--- src/rtl/switch_allocator.sv ---
// Per-cycle round-robin switch allocator for a 5-port mesh router (N,S,E,W,L).
// Grants, crossbar selects and FIFO pops are combinational; only the pointers and drop counter are registered.
module switch_allocator #(
  parameter logic [4:0]  PORT_MASK = 5'b11111,
  parameter int unsigned ERR_W     = 8
) (
  input  logic             clk,
  input  logic             rst,
  input  logic [4:0]       req_valid_i,
  input  logic [14:0]      req_dest_i,
  input  logic [4:0]       out_full_i,
  output logic [14:0]      port_select_o,
  output logic [4:0]       port_enable_o,
  output logic [4:0]       port_remove_o,
  output logic [ERR_W-1:0] drop_cnt_o
);
  localparam int         NP       = 5;
  localparam logic [2:0] SEL_NONE = 3'd7;
  localparam logic [7:0] MASK8    = {3'b000, PORT_MASK};

  logic [2:0]       ptr_q [NP];
  logic [2:0]       ptr_d [NP];
  logic [ERR_W-1:0] drop_cnt_q, drop_cnt_d;

  logic [2:0]    dest [NP];
  logic [NP-1:0] eligible;
  logic [NP-1:0] bad;
  logic [NP-1:0] grant_en;
  logic [2:0]    grant_sel [NP];
  logic [NP-1:0] grant_rem;

  // Only valid, present inputs look at their destination, so X on idle inputs stays contained.
  always_comb begin : classify
    for (int i = 0; i < NP; i++) begin
      dest[i]     = req_dest_i[3*i +: 3];
      eligible[i] = 1'b0;
      bad[i]      = 1'b0;
      if (req_valid_i[i] && PORT_MASK[i]) begin
        if (dest[i] > 3'd4 || !MASK8[dest[i]]) begin
          bad[i] = 1'b1;
        end else if (!out_full_i[dest[i]]) begin
          eligible[i] = 1'b1;
        end
      end
    end
  end

  always_comb begin : arbitrate
    logic [3:0] sum;
    logic [2:0] idx;
    logic       found;
    grant_rem = bad;
    for (int o = 0; o < NP; o++) begin
      grant_en[o]  = 1'b0;
      grant_sel[o] = SEL_NONE;
      ptr_d[o]     = ptr_q[o];
      found        = 1'b0;
      for (int k = 0; k < NP; k++) begin
        sum = {1'b0, ptr_q[o]} + 4'(k);
        idx = (sum >= 4'd5) ? 3'(sum - 4'd5) : sum[2:0];
        if (!found && eligible[idx] && dest[idx] == 3'(o)) begin
          found          = 1'b1;
          grant_en[o]    = 1'b1;
          grant_sel[o]   = idx;
          grant_rem[idx] = 1'b1;
          ptr_d[o]       = (idx == 3'd4) ? 3'd0 : idx + 3'd1;
        end
      end
    end
  end

  always_comb begin : drop_count
    logic [ERR_W+2:0] total;
    total = {3'b000, drop_cnt_q};
    for (int i = 0; i < NP; i++) begin
      total = total + {{(ERR_W+2){1'b0}}, bad[i]};
    end
    if (total > {3'b000, {ERR_W{1'b1}}}) begin
      drop_cnt_d = '1;
    end else begin
      drop_cnt_d = total[ERR_W-1:0];
    end
  end

  always_ff @(posedge clk or negedge rst) begin
    if (!rst) begin
      for (int o = 0; o < NP; o++) begin
        ptr_q[o] <= '0;
      end
      drop_cnt_q <= '0;
    end else begin
      for (int o = 0; o < NP; o++) begin
        ptr_q[o] <= ptr_d[o];
      end
      drop_cnt_q <= drop_cnt_d;
    end
  end

  // Reset gates the combinational outputs directly so they drop without waiting for a clock.
  always_comb begin : drive_outputs
    port_select_o = {NP{SEL_NONE}};
    port_enable_o = '0;
    port_remove_o = '0;
    if (rst) begin
      for (int o = 0; o < NP; o++) begin
        port_select_o[3*o +: 3] = grant_sel[o];
      end
      port_enable_o = grant_en;
      port_remove_o = grant_rem;
    end
  end

  assign drop_cnt_o = drop_cnt_q;

endmodule
--- config.mk ---
export PLATFORM = sky130hd
export DESIGN_NAME = switch_allocator
export DESIGN_NICKNAME = d
export VERILOG_FILES = /design/src/rtl/switch_allocator.sv
export SDC_FILE = /design/constraint.sdc
export NUM_CORES = 1
export LEC_CHECK = 0
export BUFFER_PORTS_ARGS = -buffer_cell sky130_fd_sc_hd__buf_2
export CAP_MARGIN = 15
export CORE_UTILIZATION = 30
export CTS_BUF_LIST = sky130_fd_sc_hd__clkbuf_8 sky130_fd_sc_hd__clkbuf_16
export DETAILED_ROUTE_END_ITERATION = 10
export PLACE_DENSITY = 0.49
export SLEW_MARGIN = 20
export SYNTH_ARGS = -nofsm -noshare
export SYNTH_HDL_FRONTEND = slang
export SYNTH_SLANG_ARGS = --single-unit
export TNS_END_PERCENT = 5
--- constraint.sdc ---
create_clock -name clk -period 5.45 [get_ports clk]
set_input_delay 0.545 -clock clk [delete_from_list [all_inputs] [get_ports clk]]
set_output_delay 0.545 -clock clk [all_outputs]
set_load 0.02 [all_outputs]
# ---- After elaboration in Yosys (flattened, before gate mapping)
# Memory sizes are Yosys's and may differ from the RTL's.
# Index checks and enable logic that the tools add are counted.
dict set report word_totals {
  romBits 40
  ff_bits 23
  mem_count 5
  input_bits 27
  out_inout_bits 33
  word_cells 771
}
dict set report classes {
  eq_ne 45
  order_cmp 111
  add_sub_neg 75
  mux 369
  bitwise_logic 50
  reduce_logical 110
}
# name depth width rd rd_ports_with_merged_regs write_ports line_no
set memory_table {}
lappend memory_table {{(no name shown)} 8 1 1 0 0 39} ;# if (dest[i] > 3'd4 || !MASK8[dest[i]]) begin
lappend memory_table {{(no name shown)} 8 1 1 0 0 39}
lappend memory_table {{(no name shown)} 8 1 1 0 0 39}
lappend memory_table {{(no name shown)} 8 1 1 0 0 39}
lappend memory_table {{(no name shown)} 8 1 1 0 0 39}
# cell n
set op_table {}
lappend op_table {{2-to-1 mux 3 bit} 150}
lappend op_table {{binary-select mux 3 bit (select 3 bit)} 25}
lappend op_table {{2-to-1 mux 5 bit} 27}
lappend op_table {{bitwise OR 5 bit} 25}
lappend op_table {{less-than comparator 3 x 4 -> 1 bit (second input constant)} 30}
lappend op_table {{2-to-1 mux 1 bit} 110}
lappend op_table {{>= comparator 4 bit (second input constant)} 25}
lappend op_table {{NOT 3 -> 4 bit} 25}
lappend op_table {{binary-select mux 1 bit (select 3 bit)} 30}
lappend op_table {{== test 3 bit (second input constant)} 30}
lappend op_table {{>= comparator 4 x 3 -> 1 bit (second input constant)} 20}
lappend op_table {{adder 3 x 1 -> 3 bit (second input constant)} 25}
lappend op_table {{demux 1 bit (select 3 bit)} 25}
lappend op_table {{>= comparator 3 x 1 -> 1 bit (second input constant)} 25}
lappend op_table {{subtractor 3 bit (second input constant)} 25}
lappend op_table {{logical AND 1 bit} 70}
lappend op_table {{adder 3 x 2 -> 4 bit (second input constant)} 10}
lappend op_table {{== test 3 x 2 -> 1 bit (second input constant)} 10}
lappend op_table {{logical NOT 1 bit} 25}
lappend op_table {{nonzero test 5 bit} 5}
lappend op_table {{adder 11 x 1 -> 11 bit} 2}
lappend op_table {{adder 3 x 1 -> 4 bit (second input constant)} 5}
lappend op_table {{adder 3 x 3 -> 4 bit (second input constant)} 5}
lappend op_table {{== test 3 x 1 -> 1 bit (second input constant)} 5}
lappend op_table {{10 further kinds} 26}

# ---- Longest topological paths before layout
# Gate-level depths: netlist of run 1.
dict set report depth {
  word_depth 67
  ltp_mapped 18
  mapped_depth_nobuf 15
}

# ---- Least setup slack after synthesis of run 1
# Ideal clock, no wire load.
dict set report synth_timing {
  kind {register -> output}
  from {register ptr_q[6] in the netlist's numbering}
  to {output port_remove_o[4]}
  path_stages_with_launch 18
  setup_slack_ns 0.687
  arrival_ns 4.218
  n_path_buf 4
  path_cell_list {dfrtp_1 buf_2 buf_2 inv_1 ha_1 inv_1 fa_1 or3_4 and2_1 buf_2 a221o_1 a222oi_1 buf_4 nor4bb_2 and2_1 a2111oi_1 nand3_1 o41a_1}
}
dict set report synth_via {
  elab_chain_cells 46
  elab_cells_between_ends 127
  cone_classes {add/sub (9); order compare (15); eq/ne (5); mux (60); bitwise (20); reduce/logical (18)}
}
# item line_no
set synth_lines {}
lappend synth_lines {{start: declaration} 21} ;# logic [2:0] ptr_q [NP];
lappend synth_lines {{start signal: indexed assignment} 93} ;# ptr_q[o] <= ptr_d[o];
lappend synth_lines {{parallel branches: the longest is 24 deep, another holds adder 3 x 1 -> 4 bit} --}
lappend synth_lines {{2-to-1 mux 5 bit *} 61} ;# if (!found && eligible[idx] && dest[idx] == 3'(o)) begin
lappend synth_lines {{bitwise OR 5 bit (no line)} --}
lappend synth_lines {{2-to-1 mux 5 bit *} 61}
lappend synth_lines {{bitwise OR 5 bit (no line)} --}
lappend synth_lines {{2-to-1 mux 5 bit *} 61}
lappend synth_lines {{bitwise OR 5 bit (no line)} --}
lappend synth_lines {{2-to-1 mux 5 bit *} 61}
lappend synth_lines {{[7 not listed]} --}
lappend synth_lines {{2-to-1 mux 5 bit *} 61}
lappend synth_lines {{bitwise OR 5 bit (no line)} --}
lappend synth_lines {{2-to-1 mux 5 bit *} 61}
lappend synth_lines {{bitwise OR 5 bit (no line)} --}
lappend synth_lines {{2-to-1 mux 5 bit *} 61}
lappend synth_lines {{bitwise OR 5 bit (no line)} --}
lappend synth_lines {{2-to-1 mux 5 bit *} 61}
lappend synth_lines {{2-to-1 mux 5 bit *} 104} ;# if (rst) begin
lappend synth_lines {{end: declaration} 14} ;# output logic [4:0] port_remove_o,
# Mark *: on every way between the ends. The select of a mux whose other input is x is not followed.

# ---- Final worst setup path of run 1
dict set report layout_timing {
  from {register ptr_q[8] in the netlist's numbering}
  to {output port_remove_o[4]}
}
# Same word-level chain as after synthesis.

==> summary.md, run 1 <==
| Metric | Value |
|---|---|
| Drc violations | `0` |
| Drt total wl | `48230 um` |
| Setup-failing EPs final | `0` |
| CP Max Fanout | `17` |
| Final WS setup | `0.1261 ns` |
| CP max stage delay | `0.61 ns` |
| Crit. End Element | `primary output` |
| Reg2Reg Depth | `13` |
| Final instance area | `11740 sq um` |
| Drt wl/cell | `23.52 um` |
| Placed Area | `about 12000 sq um` |
| Slew @ Worst Pin | `0.8359 ns` |
| Cell breakdown of the critical path | `ha_1 -> nand2b_1 -> mux4_2 -> inv_1 -> nor3_2 -> nor3_1 -> buf_4 -> nor2_1 -> and4_1 -> a311oi_1 -> nand3_1 -> o41a_1 -> buf_2` |
| Slowest cell on crit path | `mux4_2` |
| Hold WS | `0.08163 ns` |
| Die width | `188.6 um` |
| Synthesis-to-layout area growth | `12.35%` |
| Reg-to-Reg Start | `ptr_q[1]` |
| Die area | `35570 sq um` |
| Initial antenna violation count | `2` |
| Area of the core | `33870 sq um` |
| Reg2Reg Setup Slack | `1.36 ns` |
| Chip height | `188.6 um` |
| Reg clk slew, reported paths | `0.08 ns` |
| CTS tree | `yes` |
| Syn nets | `roughly 1700` |
| Outcome | `completed` |
| Max Freq | `187.8 MHz` |
| Ports | `60` |
| Sink Count | `23` |
| PortBufs | `between 50 and 60` |
| Tcrit/Tclk final | `between 90% and 100%` |
| Initial core utilization | `30.84%` |
| Num CTS Buffers | `3` |
| Tmin final | `5.324 ns` |
| Global route overflow | `0` |
| Top post-synthesis cells by area | `ha_1 (11%), dfrtp_1 (5.5%), mux2i_1 (4.9%)` |
| Top-area cell type share of the netlist area | `11.14%` |
| Clk Latency, worst-skew pair | `0.29 ns` |
| Gate count after technology mapping | `1538` |
| Primary FF master, synth | `dfrtp_1` |
| First-pass DRT Iterations | `6` |
| Final slew viol count | `0` |
| First-pass GRT wire length | `72620 um` |
| # fillers | `between 3000 and 4000` |
| Synthesized area | `10450 sq um` |
| Critical path class | `reg2out` |
| FF/Latch Area | `576.8 sq um` |
| GPL Wtd Cong | `between 0.9 and 1` |
| 1st-iter DRT viols | `~1600` |
| Async SR Flop Fraction | `100.0%` |
| Worst endpoint required time | `4.91 ns` |
| Critical Path AT | `~4.8 ns` |
| Multi-input gate area | `9194 sq um` |
| Hold Fails Final Rpt | `0` |
| Setup WS pre-CTS | `between 0.3 and 0.4 ns` |
| DP Wirelength | `a little under 40000 um` |
| Type of origin of the critical path | `flip-flop` |
| Vias | `around 13000` |
| Maxcap violations | `0` |
| Vias in the first global route | `~12000` |
| Hold_buf cts | `0` |
| Seq/Total Area, Yosys | `5.510%` |
| CTS Buffer Depth | `2` |
| Worst r2r dst | `ptr_q[0]` |
| Number of core rows | `67` |
| Tot GR Track Use | `26.19%` |
| CTS Root Cell | `clkbuf_16` |
| Ys Warns | `0` |
| Final Net Count | `about 1700` |
| Htree depth | `1` |
| Proportion of layout cells with a drive suffix above 1 | `around 14%` |
| Avg Inst Size Synth | `6.792 sq um` |
| Post-DRT Antenna Nets | `0` |
| HP Class | `in2async` |
| Largest net degree at the start of global routing | `42` |
| Worst Clk Skew | `0.002360 ns` |
| Count of different cell masters after synthesis | `96` |
| Post-synth EDFFs | `0` |
| Area leader, netlist | `ha_1` |
| Relative max-transition margin | `42.68%` |
| Avg Vias per Cell | `~6.3` |
| Flops & latches, synth | `23` |
## cells by family (layout without fill, tap and decap cells)
group	after synthesis	after routing	share of synthesized area (%)
simple gates	636	636	32.32
compound gates	506	506	33.74
buf+inv	186	250	7.270
fa+ha+maj	101	101	12.67
mux	67	67	6.827
flops	23	23	5.510
xor+xnor	19	19	1.665
other cells	0	1	0
## worst max path at each step
stage / from / endpoint / slack (ns) / cells after the start
floorplan: ptr_q[6] / port_remove_o[4] / 0.69 / 17
global placement: ptr_q[7] / port_remove_o[3] / 0.19 / 14
CTS: ptr_q[7] / port_remove_o[4] / 0.0004 / 13
finish: ptr_q[8] / port_remove_o[4] / 0.13 / 13
detailed placement: ptr_q[7] / port_remove_o[3] / 0.34 / 14
global route: ptr_q[7] / port_remove_o[4] / -0.005 / 14
## state kept, by name, indices dropped and copies added, names as in the netlist
register,count
drop_cnt_o,8
ptr_q,15
## cell type report
class	instances	share of cell area (%)
Multi-Input combinational cell	1329	78.34
Timing Repair Buffer	145	8.017
Sequential cell	23	4.915
Tap cell	448	4.776
Inverter	101	3.230
Clock buffer	3	0.6397
Clock inverter	1	0.06397
Antenna cell	1	0.02132
## synthesized netlist by cell type (12+ instances only)
library cell and number:
o21a_1 19, nor4_1 17, dfrtp_1 23, o211ai_1 20, nor3b_1 18, clkbuf_1 50, xnor2_1 16, nand2_1 118
nand4_1 25, a21oi_1 101, o32ai_1 12, buf_2 25, or3_1 16, o22ai_1 22, o21ai_0 85, a21o_1 22
nand3_1 56, a31oi_1 27, ha_1 93, and2_1 17, a211o_1 12, a211oi_1 33, nor3_1 99, inv_1 94
nand2b_1 41, nor2b_1 22, or2_2 15, mux2i_1 51, o31ai_1 18, and3_1 18, mux2_2 14, nor2_1 118
## critical path: cells and delay by family, from the launching register on
family                   cells  cell delay, ns
buffers and inverters        3            0.65
multiplexers                 1            0.61
adder cells (fa/ha/maj)      1            0.44
flip-flops                   1            0.54
AO/OA/AOI/OAI                2            0.94
AND/OR/NAND/NOR              6            1.30
## routing by layer
layer	share of wire, %	wire length [um]	track usage [%]	vias up
met2	45	21660	41.97	616
met3	8.0	3852	4.042	91
li1	-	-	-	5981
met1	44	21310	35.96	6201
met5	0.027	13	0	-
met4	2.9	1394	7.568	2
## placed cells by master (no fill, tap or decap), drive strengths merged, types with 8 or more instances in the layout
cell type,count
and3,18
o211ai,21
ha,93
or4,9
or3,17
nor2b,23
a21o,22
o21a,19
o22ai,23
o32ai,13
o221ai,9
nand2b,42
xnor2,17
nor4,17
o22a,8
a21boi,8
a211o,12
nand3,56
nand2,118
fa,8
mux2i,51
nand4,25
a221oi,9
nor3,99
buf,145
nor3b,18
a221o,9
mux2,14
a211oi,33
and2,18
a21oi,103
dfrtp,23
o21ai,90
o31ai,18
inv,96
nor4b,10
a31oi,27
or2,17
nor2,118
## stage by stage
stage               utilization (%)  setup TNS [ns]  instances
finish                        34.65               0       2051
global route                  34.65       -0.005351       2051
CTS                           34.33               0       2045
detailed placement            34.07               0       2041
global placement              34.07               0       2041
floorplan                         -               0       1538
## timing repair
item                       CTS  global route
buffers inserted             0             5
gates resized for setup      1            16
pin swaps                    0             2
setup endpoints to repair    1             6
Power of run 1 is left out: the tool's default activity adds up to more than one toggle a clock period on the data nets, which glitch-free logic cannot reach.
==> run 2: changes to the inputs <==
--- a/config.mk
+++ b/config.mk
@@ -11,6 +11,7 @@
 export CTS_BUF_LIST = sky130_fd_sc_hd__clkbuf_8 sky130_fd_sc_hd__clkbuf_16
 export DETAILED_ROUTE_END_ITERATION = 10
 export PLACE_DENSITY = 0.49
+export RECOVER_POWER = 100
 export SLEW_MARGIN = 20
 export SYNTH_ARGS = -nofsm -noshare
 export SYNTH_HDL_FRONTEND = slang
==> run 2 against run 1 <==
Against the previous run: cell area decreased by 0.32%; maximum frequency increased by 0.43%; first-iteration DRC count decreased by 5.1%; worst hold slack improved by 0.077 ns; non-clock buffer count unchanged; clock skew about the same; global-route usage unchanged; via count increased by 0.26%; critical path depth unchanged; die area unchanged; wire length about the same.
==> summary.md, run 2 (synthesis gave the netlist of run 1 again) <==
| Metric | Value |
|---|---|
| Outcome | `completed` |
| HP Class | `in2async` |
| Maxcap violations | `0 (unchanged)` |
| Die area | `35570 sq um (unchanged)` |
| Setup-failing EPs final | `0 (unchanged)` |
| Worst endpoint required time | `4.91 ns (about the same)` |
| Hold WS | `0.1588 ns (+0.07714 ns)` |
| # fillers | `3743 (+0.21%)` |
| CP Max Fanout | `17 (unchanged)` |
| Drc violations | `0 (unchanged)` |
| Vias | `12920 (+0.26%)` |
| 1st-iter DRT viols | `1538 (-5.1%)` |
| DP Wirelength | `38690 um (unchanged)` |
| Util after Layout | `34.54% (-0.11 points)` |
| Number of flip-flops in the largest register | `15 (unchanged)` |
| Largest net degree at the start of global routing | `42 (unchanged)` |
| Drt total wl | `48220 um (about the same)` |
| Initial core utilization | `30.84% (unchanged)` |
| Drt wl/cell | `23.51 um (about the same)` |
| Critical Path AT | `4.76 ns (-0.02 ns)` |
| Worst Clk Skew | `0.002310 ns (-0.00005008 ns)` |
| Relative max-transition margin | `42.99% (+0.30 points)` |
| Die width | `188.6 um (unchanged)` |
| Post-Layout Cell Count | `2051 (unchanged)` |
| Max Freq | `188.6 MHz (+0.43%)` |
| Number of core rows | `67 (unchanged)` |
| FF/Latch Area | `576.8 sq um (unchanged)` |
| Num CTS Buffers | `3 (unchanged)` |
| DP Cell Count | `2041 (unchanged)` |
| Tmin final | `5.301 ns (-0.02293 ns)` |
| Final slew viol count | `0 (unchanged)` |
| Ports | `60 (unchanged)` |
| Avg Vias per Cell | `6.301 (+0.26%)` |
| Vias in the first global route | `11890 (unchanged)` |
| Tcrit/Tclk final | `97.27% (-0.42 points)` |
| Reg clk slew, reported paths | `0.08 ns (about the same)` |
| Sink Count | `23 (unchanged)` |
| Final Net Count | `1731 (unchanged)` |
| Global route overflow | `0 (unchanged)` |
| Post-DRT Antenna Nets | `0 (unchanged)` |
| Initial antenna violation count | `2 (unchanged)` |
| CTS tree | `yes` |
| CTS Root Cell | `clkbuf_16` |
| First-pass DRT Iterations | `6 (unchanged)` |
| Chip height | `188.6 um (unchanged)` |
| Crit. End Element | `primary output` |
| Hold Fails Final Rpt | `0 (unchanged)` |
| Proportion of layout cells with a drive suffix above 1 | `12.05% (-1.6 points)` |
| Multi-input gate area | `9189 sq um (about the same)` |
| Slew @ Worst Pin | `0.8314 ns (-0.004431 ns)` |
| Clk Latency, worst-skew pair | `0.29 ns (about the same)` |
| CTS Buffer Depth | `2 (unchanged)` |
| PortBufs | `59 (unchanged)` |
| First-pass GRT wire length | `72620 um (unchanged)` |
| Area of the core | `33870 sq um (unchanged)` |
| Htree depth | `1 (unchanged)` |
| Most flops, register | `ptr_q` |
| Most frequent cells in the layout | `nand2_1 (118), nor2_1 (117), a21oi_1 (101), nor3_1 (98), inv_1 (94)` |
| Tot GR Track Use | `26.19% (unchanged)` |
| Commonest non-fill, non-tap cell in the layout | `nand2_1` |
| GPL Wtd Cong | `0.9920 (unchanged)` |
| Type of origin of the critical path | `flip-flop` |
| Synthesis-to-layout area growth | `11.99%` |
| Hold_buf cts | `0 (unchanged)` |
| Critical path class | `reg2out` |
==> run 2: cell count changes in the layout (fill, tap and decap cells not counted), sizes merged <==
cell,change
buf,-27
clkbuf,+27
==> run 2: repair_timing <==
item | in CTS | in global routing
endpoints found under the setup margin | 1 | 6
pin swaps | 0 | 2
gates resized for setup | 1 | 16
setup buffers | 0 | 5
==> run 2: final timing paths <==
kind / startpoint / endpoint / slack, ns / cells after the start
worst max-delay path: ptr_q[8] / port_remove_o[4] / 0.15 / 13
worst min-delay path: rst / ptr_q[6] / 0.16 / 1
worst max register to register: ptr_q[1] / ptr_q[0] / 1.35 / 13
worst min register to register: drop_cnt_o[6] / drop_cnt_o[6] / 0.53 / 1
max in group asynchronous: rst / ptr_q[9] / 4.34 / 2
min in group clk: drop_cnt_o[6] / drop_cnt_o[6] / 0.53 / 1
==> run 2: worst max-delay path, stage by stage (launching register included) <==
cell	delay (ns)
dfrtp_1	0.54
ha_1	0.44
nand2b_1	0.25
mux4_2	0.61
inv_1	0.20
nor3_2	0.12
nor3_1	0.34
buf_4	0.28
nor2_1	0.08
and4_1	0.21
a311oi_1	0.47
nand3_1	0.27
o41a_1	0.48
buf_2	0.17
==> run 2: metrics by stage <==
step / setup TNS [ns] / cell area [sq um] / worst slack, ns
after detailed placement: 0 / 11540 / 0.3389
after floorplan: 0 / 10450 / 0.6874
after global routing: -0.005351 / 11700 / -0.005351
after CTS: 0 / 11630 / 0.0004330
after global placement: 0 / 11540 / 0.1914
final: 0 / 11700 / 0.1490
==> run 2: area by class of cell <==
class,count,area share [%]
multi-input combinational,1329,78.55
timing repair buffer,145,7.765
sequential,23,4.930
tap,448,4.791
inverter,101,3.241
clock buffer,3,0.6417
clock inverter,1,0.06417
antenna,1,0.02139
==> run 2: metal layers <==
| metal | routed length [um] | share of wire (%) | vias up | GRT usage [%] |
|---|---|---|---|---|
| li1 | - | - | 5979 | - |
| met2 | 21620 | 45 | 606 | 41.97 |
| met4 | 1430 | 3.0 | 2 | 7.568 |
| met5 | 13 | 0.027 | - | 0 |
| met3 | 3729 | 7.7 | 91 | 4.042 |
| met1 | 21430 | 44 | 6246 | 35.96 |
Power of run 2 is left out for the same reason.
